===== src/rtl/move_queue_dispatcher_pkg.sv =====
// Shared move codes, helper functions and FSM state types for the move queue dispatcher.
package rbot_moves_pkg;

  localparam int unsigned MOVE_W = 4;
  typedef logic [MOVE_W-1:0] move_t;

  localparam move_t MOVE_NONE = 4'd0;
  localparam move_t R  = 4'd2;
  localparam move_t Ri = 4'd3;
  localparam move_t U  = 4'd4;
  localparam move_t Ui = 4'd5;
  localparam move_t F  = 4'd6;
  localparam move_t Fi = 4'd7;
  localparam move_t L  = 4'd8;
  localparam move_t Li = 4'd9;
  localparam move_t B  = 4'd10;
  localparam move_t Bi = 4'd11;
  localparam move_t D  = 4'd12;
  localparam move_t Di = 4'd13;

  typedef enum logic {
    L_IDLE,
    L_UNPACK
  } load_state_t;

  typedef enum logic [1:0] {
    D_IDLE,
    D_ISSUE,
    D_WAIT,
    D_SETTLE
  } disp_state_t;

  function automatic logic [2:0] face(input move_t code);
    return code[3:1];
  endfunction

  // Same face, opposite turn direction.
  function automatic logic is_inverse(input move_t a, input move_t b);
    return (face(a) == face(b)) && (a[0] != b[0]);
  endfunction

endpackage


===== src/rtl/move_queue_dispatcher_if.sv =====
// Producer/stepper-facing signal bundle of the move queue dispatcher.
interface move_queue_dispatcher_if #(
  parameter int unsigned MOVE_W = 4,
  parameter int unsigned BATCH  = 50,
  parameter int unsigned CNT_W  = 8
);
  logic                      new_moves;
  logic [BATCH*MOVE_W-1:0]   seq;
  logic                      seq_complete;
  logic                      pause;
  logic                      flush;
  logic                      move_done;
  logic [MOVE_W-1:0]         next_move;
  logic                      move_start;
  logic                      load_busy;
  logic                      queue_empty;
  logic                      queue_full;
  logic                      overflow;
  logic [CNT_W-1:0]          num_moves;
  logic [CNT_W-1:0]          curr_step;
  logic                      seq_done;

  modport master (
    output new_moves, seq, seq_complete, pause, flush, move_done,
    input  next_move, move_start, load_busy, queue_empty, queue_full,
           overflow, num_moves, curr_step, seq_done
  );

  modport slave (
    input  new_moves, seq, seq_complete, pause, flush, move_done,
    output next_move, move_start, load_busy, queue_empty, queue_full,
           overflow, num_moves, curr_step, seq_done
  );
endinterface


===== src/rtl/move_queue_dispatcher_fifo.sv =====
// move_fifo: synchronous FIFO (distributed RAM) with head pop, tail retract, clear and occupancy count.
module move_fifo #(
  parameter int unsigned W     = 4,
  parameter int unsigned DEPTH = 256
) (
  input  logic                       clock,
  input  logic                       reset_n,
  input  logic                       clear,
  input  logic                       push,
  input  logic [W-1:0]               push_data,
  input  logic                       pop,
  input  logic                       tail_pop,
  output logic [W-1:0]               head,
  output logic [W-1:0]               tail,
  output logic [$clog2(DEPTH):0]     count,
  output logic                       full,
  output logic                       empty
);
  localparam int unsigned AW = $clog2(DEPTH);
  localparam int unsigned CW = AW + 1;

  logic [W-1:0]  mem [DEPTH];
  logic [AW-1:0] wr_ptr;
  logic [AW-1:0] rd_ptr;

  always_ff @(posedge clock) begin
    if (push) mem[wr_ptr] <= push_data;
  end

  // push and tail_pop are never asserted together by the owner.
  always_ff @(posedge clock or negedge reset_n) begin
    if (!reset_n) begin
      wr_ptr <= '0;
      rd_ptr <= '0;
      count  <= '0;
    end else if (clear) begin
      wr_ptr <= '0;
      rd_ptr <= '0;
      count  <= '0;
    end else begin
      wr_ptr <= wr_ptr + AW'(push) - AW'(tail_pop);
      rd_ptr <= rd_ptr + AW'(pop);
      count  <= count + CW'(push) - CW'(pop) - CW'(tail_pop);
    end
  end

  assign head  = mem[rd_ptr];
  assign tail  = mem[wr_ptr - AW'(1)];
  assign full  = (count == CW'(DEPTH));
  assign empty = (count == '0);

endmodule


===== src/rtl/move_queue_dispatcher.sv =====
// Move queue: unpacks move batches into a FIFO and issues them to the stepper one at a time.
// Optional build macro MOVE_CANCEL_EN: cancel inverse move pairs at the FIFO tail on push.
module move_queue_dispatcher
  import rbot_moves_pkg::*;
#(
  parameter int unsigned MOVE_W        = 4,
  parameter int unsigned BATCH         = 50,
  parameter int unsigned DEPTH         = 256,
  parameter int unsigned CNT_W         = 8,
  parameter int unsigned SETTLE_CYCLES = 2500
) (
  input  logic                    clock,
  input  logic                    reset_n,
  move_queue_dispatcher_if.slave  bus
);
  localparam int unsigned IDX_W       = (BATCH > 1) ? $clog2(BATCH) : 1;
  localparam int unsigned FCW         = $clog2(DEPTH) + 1;
  localparam int unsigned SW          = $clog2(SETTLE_CYCLES + 1) + 1;
  localparam int unsigned SETTLE_LAST = (SETTLE_CYCLES > 0) ? SETTLE_CYCLES - 1 : 0;

  load_state_t                   lstate, lnext;
  logic [BATCH-1:0][MOVE_W-1:0]  seq_q;
  logic [IDX_W-1:0]              idx;
  logic [MOVE_W-1:0]             code;

  disp_state_t                   dstate, dnext;
  logic [SW-1:0]                 settle_cnt;
  logic                          armed;
  logic                          aborted;
  logic [MOVE_W-1:0]             next_move_q;
  logic [CNT_W-1:0]              num_moves_q;
  logic [CNT_W-1:0]              curr_step_q;
  logic                          overflow_q;

  logic                          have_code;
  logic                          cancel;
  logic                          push_acc;
  logic                          drop;
  logic                          pop;
  logic                          move_start;
  logic                          seq_done;
  logic [MOVE_W-1:0]             head;
  logic [MOVE_W-1:0]             tail;
  logic [FCW-1:0]                count;
  logic                          full;
  logic                          empty;

  assign code = seq_q[idx];

  // Loader FSM
  always_comb begin
    lnext = lstate;
    unique case (lstate)
      L_IDLE:   if (bus.new_moves) lnext = L_UNPACK;
      L_UNPACK: if (code == MOVE_NONE || idx == IDX_W'(BATCH - 1)) lnext = L_IDLE;
      default:  lnext = L_IDLE;
    endcase
    if (bus.flush) lnext = L_IDLE;
  end

  always_ff @(posedge clock or negedge reset_n) begin
    if (!reset_n) begin
      lstate <= L_IDLE;
      seq_q  <= '0;
      idx    <= '0;
    end else begin
      lstate <= lnext;
      if (lstate == L_IDLE && bus.new_moves) begin
        seq_q <= bus.seq;
        idx   <= '0;
      end else if (lstate == L_UNPACK) begin
        idx <= idx + IDX_W'(1);
      end
    end
  end

  assign have_code = (lstate == L_UNPACK) && !bus.flush && (code != MOVE_NONE);

`ifdef MOVE_CANCEL_EN
  // A tail that is also the head being popped this cycle is already in flight.
  assign cancel = have_code && !empty && is_inverse(move_t'(code), move_t'(tail))
                  && !(pop && count == FCW'(1));
`else
  logic unused_cancel_inputs;
  assign cancel               = 1'b0;
  assign unused_cancel_inputs = ^{tail, count};
`endif

  assign push_acc = have_code && !cancel && (!full || pop);
  assign drop     = have_code && !cancel && full && !pop;

  move_fifo #(
    .W     (MOVE_W),
    .DEPTH (DEPTH)
  ) u_fifo (
    .clock     (clock),
    .reset_n   (reset_n),
    .clear     (bus.flush),
    .push      (push_acc),
    .push_data (code),
    .pop       (pop),
    .tail_pop  (cancel),
    .head      (head),
    .tail      (tail),
    .count     (count),
    .full      (full),
    .empty     (empty)
  );

  // Dispatcher FSM
  always_comb begin
    dnext      = dstate;
    pop        = 1'b0;
    move_start = 1'b0;
    seq_done   = 1'b0;
    unique case (dstate)
      D_IDLE: begin
        if (!bus.flush && armed && empty && (lstate == L_IDLE) && curr_step_q != '0)
          seq_done = 1'b1;
        else if (!bus.flush && armed && !bus.pause && !empty)
          dnext = D_ISSUE;
      end
      D_ISSUE: begin
        pop        = !empty;
        move_start = 1'b1;
        dnext      = D_WAIT;
      end
      D_WAIT: begin
        if (bus.move_done) dnext = (SETTLE_CYCLES == 0) ? D_IDLE : D_SETTLE;
      end
      D_SETTLE: begin
        if (settle_cnt == SW'(SETTLE_LAST)) dnext = D_IDLE;
      end
      default: dnext = D_IDLE;
    endcase
  end

  always_ff @(posedge clock or negedge reset_n) begin
    if (!reset_n) begin
      dstate      <= D_IDLE;
      settle_cnt  <= '0;
      armed       <= 1'b0;
      aborted     <= 1'b0;
      next_move_q <= '0;
      num_moves_q <= '0;
      curr_step_q <= '0;
      overflow_q  <= 1'b0;
    end else begin
      dstate     <= dnext;
      settle_cnt <= (dstate == D_SETTLE) ? settle_cnt + SW'(1) : '0;
      if (dstate == D_ISSUE) next_move_q <= head;

      if (bus.flush)             armed <= 1'b0;
      else if (seq_done)         armed <= 1'b0;
      else if (bus.seq_complete) armed <= 1'b1;

      // A move flushed while in flight still completes but is not counted.
      if (dstate == D_WAIT && bus.move_done)
        aborted <= 1'b0;
      else if (bus.flush && (dstate == D_ISSUE || dstate == D_WAIT))
        aborted <= 1'b1;

      if (bus.flush)
        curr_step_q <= '0;
      else if (dstate == D_WAIT && bus.move_done && !aborted && curr_step_q != '1)
        curr_step_q <= curr_step_q + CNT_W'(1);

      if (bus.flush)
        num_moves_q <= '0;
      else if (push_acc && num_moves_q != '1)
        num_moves_q <= num_moves_q + CNT_W'(1);
      else if (cancel && num_moves_q != '0)
        num_moves_q <= num_moves_q - CNT_W'(1);

      if (bus.flush)  overflow_q <= 1'b0;
      else if (drop)  overflow_q <= 1'b1;
    end
  end

  assign bus.next_move   = (dstate == D_ISSUE) ? head : next_move_q;
  assign bus.move_start  = move_start;
  assign bus.seq_done    = seq_done;
  assign bus.load_busy   = (lstate == L_UNPACK);
  assign bus.queue_empty = empty;
  assign bus.queue_full  = full;
  assign bus.overflow    = overflow_q;
  assign bus.num_moves   = num_moves_q;
  assign bus.curr_step   = curr_step_q;

endmodule

===== src/flat_wrapper.sv =====
// flat-port wrapper written by rule: the top's interface ports become plain ports
module move_queue_dispatcher_flat import rbot_moves_pkg::*;
#(
  parameter int unsigned MOVE_W        = 4,
  parameter int unsigned BATCH         = 50,
  parameter int unsigned DEPTH         = 256,
  parameter int unsigned CNT_W         = 8,
  parameter int unsigned SETTLE_CYCLES = 2500
)
  (clock, reset_n, bus_new_moves, bus_seq, bus_seq_complete, bus_pause, bus_flush, bus_move_done, bus_next_move, bus_move_start, bus_load_busy, bus_queue_empty, bus_queue_full, bus_overflow, bus_num_moves, bus_curr_step, bus_seq_done);
  move_queue_dispatcher_if #(.MOVE_W(MOVE_W), .BATCH(BATCH), .CNT_W(CNT_W)) bus_i ();
  input  logic clock;
  input  logic reset_n;
  input wire logic [$bits(bus_i.new_moves)-1:0] bus_new_moves;
  input wire logic [$bits(bus_i.seq)-1:0] bus_seq;
  input wire logic [$bits(bus_i.seq_complete)-1:0] bus_seq_complete;
  input wire logic [$bits(bus_i.pause)-1:0] bus_pause;
  input wire logic [$bits(bus_i.flush)-1:0] bus_flush;
  input wire logic [$bits(bus_i.move_done)-1:0] bus_move_done;
  output wire logic [$bits(bus_i.next_move)-1:0] bus_next_move;
  output wire logic [$bits(bus_i.move_start)-1:0] bus_move_start;
  output wire logic [$bits(bus_i.load_busy)-1:0] bus_load_busy;
  output wire logic [$bits(bus_i.queue_empty)-1:0] bus_queue_empty;
  output wire logic [$bits(bus_i.queue_full)-1:0] bus_queue_full;
  output wire logic [$bits(bus_i.overflow)-1:0] bus_overflow;
  output wire logic [$bits(bus_i.num_moves)-1:0] bus_num_moves;
  output wire logic [$bits(bus_i.curr_step)-1:0] bus_curr_step;
  output wire logic [$bits(bus_i.seq_done)-1:0] bus_seq_done;
  assign bus_i.new_moves = bus_new_moves;
  assign bus_i.seq = bus_seq;
  assign bus_i.seq_complete = bus_seq_complete;
  assign bus_i.pause = bus_pause;
  assign bus_i.flush = bus_flush;
  assign bus_i.move_done = bus_move_done;
  assign bus_next_move = bus_i.next_move;
  assign bus_move_start = bus_i.move_start;
  assign bus_load_busy = bus_i.load_busy;
  assign bus_queue_empty = bus_i.queue_empty;
  assign bus_queue_full = bus_i.queue_full;
  assign bus_overflow = bus_i.overflow;
  assign bus_num_moves = bus_i.num_moves;
  assign bus_curr_step = bus_i.curr_step;
  assign bus_seq_done = bus_i.seq_done;
  move_queue_dispatcher #(.MOVE_W(MOVE_W), .BATCH(BATCH), .DEPTH(DEPTH), .CNT_W(CNT_W), .SETTLE_CYCLES(SETTLE_CYCLES)) u_core (.clock(clock), .reset_n(reset_n), .bus(bus_i));
endmodule

===== config.mk =====
export PLATFORM = sky130hd
export DESIGN_NAME = move_queue_dispatcher_flat
export DESIGN_NICKNAME = d
export VERILOG_FILES = /design/src/rtl/move_queue_dispatcher_pkg.sv /design/src/rtl/move_queue_dispatcher_if.sv /design/src/rtl/move_queue_dispatcher_fifo.sv /design/src/rtl/move_queue_dispatcher.sv /design/src/flat_wrapper.sv
export SDC_FILE = /design/constraint.sdc
export NUM_CORES = 2
export LEC_CHECK = 0
export ABC_CLOCK_PERIOD_IN_PS = 6700
export CORE_ASPECT_RATIO = 1.2
export CORE_MARGIN = 4
export CORE_UTILIZATION = 40
export CTS_CLUSTER_DIAMETER = 200
export CTS_CLUSTER_SIZE = 8
export DETAILED_ROUTE_END_ITERATION = 10
export DONT_BUFFER_PORTS = 1
export PLACE_DENSITY = 0.54
export SLEW_MARGIN = 20
export SYNTH_ARGS = -nofsm -noshare
export SYNTH_HDL_FRONTEND = slang
export SYNTH_SLANG_ARGS = --single-unit

===== constraint.sdc =====
create_clock -name clock -period 6.7 [get_ports clock]
set_clock_uncertainty 0.05 [all_clocks]
set_input_delay 0.67 -clock clock [delete_from_list [all_inputs] [get_ports clock]]
set_output_delay 0.67 -clock clock [all_outputs]
set_load 0.1 [all_outputs]

==> impl_metrics.toml <==
[critical_path]
cp_top_family = "buffers and inverters"
crit_buf_inv = 3
worstSetupEndpointType = "output pin"
slowest_stage = "buf_4"
path_depth = 10
path_class = "reg -> out"
worst-path-max-fanout = 122
critPathLaunchType = "flip-flop"
max_stage_delay_ns = 0.76
arrival_ns = 5.17
crit_chain = "buf_12 -> buf_4 -> mux4_2 -> mux4_2 -> a22o_1 -> nor4_1 -> nor4_1 -> a21oi_1 -> o41ai_2 -> buf_16"
cp.required_ns = 5.98
reg2reg_slack_ns = 0.89
reg2reg_depth = 19
rr_endpoint = "u_core.u_fifo.count[8]"
r2r-start = "u_core.idx[0]"

[min_path]
hold_class = "in -> async"

[timing]
final-hold-violation-count = 270
finalSetupViolCount = 0
max_slew_margin_pct = 23.3
fin_crit_sh_pct = 88.0
fin_setup_tns_ns = 0
slew_violations = 0
setup_slack_ns = 0.806
tightestPinTransition_ns = 1.15
max_freq_ghz = 0.170
holdWs_ns = -0.452
rsz0062_at_grt = "false"
fin_crit_ns = 5.89

[clock_network]
clk_pin_slew_worst_paths_ns = 0.05
cts_buffer_depth = 3
cts_buffers = 179
cts_root_buf = "clkbuf_16"
h-tree-depth = 4
cts_sinks = 1294
clkLatencyLatePin_ns = 0.77
cts_tree = "yes"

[synth]
synth_area_leader_cell = "edfxtp_1"
ys_top_cells_by_area = "edfxtp_1 (57%), dfrtp_1 (13%), mux4_2 (9.8%), nand2_1 (4.9%), mux2i_1 (3.2%)"
yosys.cell_types.count = 61
synth_edf_count = 1024
ys_ff_latch = 1294
seq_area_frac_synth_pct = 69.8
synth_warnings = 0
synth_top_area_share_pct = 57.2
synthFlopType = "edfxtp_1"
synth_top_cells_by_count = "edfxtp_1 (1024), nand2_1 (700), dfrtp_1 (270)"
synthCells = 3482
synth.most_common_cell = "edfxtp_1"
async_flop_share_pct = 20.9
synth_area_per_cell_sq_um = 15.4
netlist_area_sq_um = 53700
syn-num-nets = 3716

[placed_design]
gp_routability_congestion = 0.782
place_hpwl_um = 86400
post-place-ws_ns = 0.884
port_buffers = 0

[run]
cap_viol_max_count = 0

[drt]
via_per_inst = 5.59
antenna_left = 0
drt_first_pass_iters = 5
totalWireLength_um = 146000
wl_per_cell_um = 26.3
drc = 0
initialDrtViolationCount = 2391
detailroute.via_count = 31000

[die]
die_y_um = 410
fp.dieArea_sq_um = 140000
rows = 147
die_w_um = 343
core_area_sq_um = 134000
io_pins = 233
start_util_pct = 40.2

[finish]
finalNetCount = 3920
fill_cells = 11400
area_delta_synth_final_pct = 16.3
final_core_util_pct = 46.7
multiInputGateArea_sq_um = 15000
ff_latch_area_sq_um = 37500
drive_gt1_share_pct = 14.5
diodes = 0

[global_routing]
global_route.overflow_total = 0
grt_pass1_vias = 32700
grt_pass1_wl_um = 216000
grtUsageTotal_pct = 20.6
grt_max_degree = 271
antenna_found_initial = 0

[status]
outcome = "complete, but fails checks"
failed_checks = "negative hold slack"

[pwr]
total_power_w = 0.0231
ir_drop_uv = 314
p_leak_nw = 21.2
p_per_area_nw_per_um2 = 370
## report_power, final
group	switching [W]	leakage (nW)	internal (W)
combinational	0.00300	6.15	0.00184
clock	0.00327	2.37	0.00487
sequential	0.000290	12.7	0.00985
total	0.00656	21.2	0.0166
## layout by cell type, fill, tap and decap left out, types with 42 or more instances in the layout
cell type,instances
o22ai_1,44
nand2_1,699
a211oi_1,43
dlygate4sd3_1,200
o221ai_1,80
dfrtp_1,264
nor3_1,263
nor2_1,51
mux2i_1,172
clkbuf_16,182
a21oi_1,42
mux4_2,233
buf_4,49
edfxtp_1,1024
clkbuf_1,63
## worst register-to-register path, delay by kind of cell (launching register included)
kind	cells	cell delay, ns
DFF	1	0.84
adders and majority gates	3	0.78
and+or+nand+nor	4	1.20
buffers and inverters	2	0.37
muxes	2	0.72
AOI/OAI and AO/OA	8	1.77
## layout make-up
| class | count | share of cell area [%] |
|---|---|---|
| Clock buffer | 244 | 7.63 |
| Sequential cell | 1294 | 60.1 |
| Multi-Input combinational cell | 1921 | 24.0 |
| Tap cell | 1788 | 3.58 |
| Inverter | 28 | 0.216 |
| Timing Repair Buffer | 262 | 4.23 |
| Clock inverter | 12 | 0.226 |
## how the worst max path moves through the flow
stage,startpoint,end,slack [ns]
2_1_floorplan,u_core.u_fifo.rd_ptr[0],bus_next_move[2],0.71
3_3_place_gp,u_core.idx[0],u_core.u_fifo.count[8],0.91
3_5_place_dp,u_core.idx[0],u_core.u_fifo.count[8],0.88
4_1_cts,u_core.u_fifo.rd_ptr[1],bus_next_move[2],0.68
5_1_grt,u_core.idx[0],u_core.u_fifo.count[8],0.56
6_report,u_core.u_fifo.rd_ptr[1],bus_next_move[2],0.81
## metal layers
metal / vias up / global-route usage (%) / routed length (um)
met5: - / 0 / 0
met4: 0 / 8.96 / 6190
li1: 13700 / - / -
met1: 16000 / 26.4 / 59200
met2: 996 / 34.9 / 73100
met3: 309 / 3.22 / 7200
## flip-flops by register name, indices dropped and copies added, names as in the netlist, 2 cells and up
name                  cells
u_core.bus.curr_step      8
u_core.bus.num_moves      8
u_core.dstate             2
u_core.idx                6
u_core.next_move_q        4
u_core.seq_q            200
u_core.settle_cnt        13
u_core.u_fifo.count       9
u_core.u_fifo.mem      1024
u_core.u_fifo.rd_ptr      8
u_core.u_fifo.wr_ptr      8
## stage by stage
stage	cells	hold WS, ns	instance area (sq um)
after global placement	5092	0.339	55500
after CTS	5548	-0.517	62500
after global routing	5549	-0.500	62500
final	5549	-0.452	62500
after floorplan	3482	0.324	53700
after detailed placement	5092	0.340	55500
## kinds of logic after synthesis
group,after synthesis,synth area share (%)
compound gates,285,3.87
mux,431,13.5
xor+xnor,34,0.554
fa+ha+maj,27,0.643
flops,1294,69.8
simple gates,1144,9.19
buf+inv,267,2.41
## repair_timing
action	4_1_cts	5_1_grt
resized for setup	0	0
hold buffers	200	1
buffers inserted	0	0
hold endpoints to repair	506	271
No activity file was read; power rests on OpenSTA's default activity.
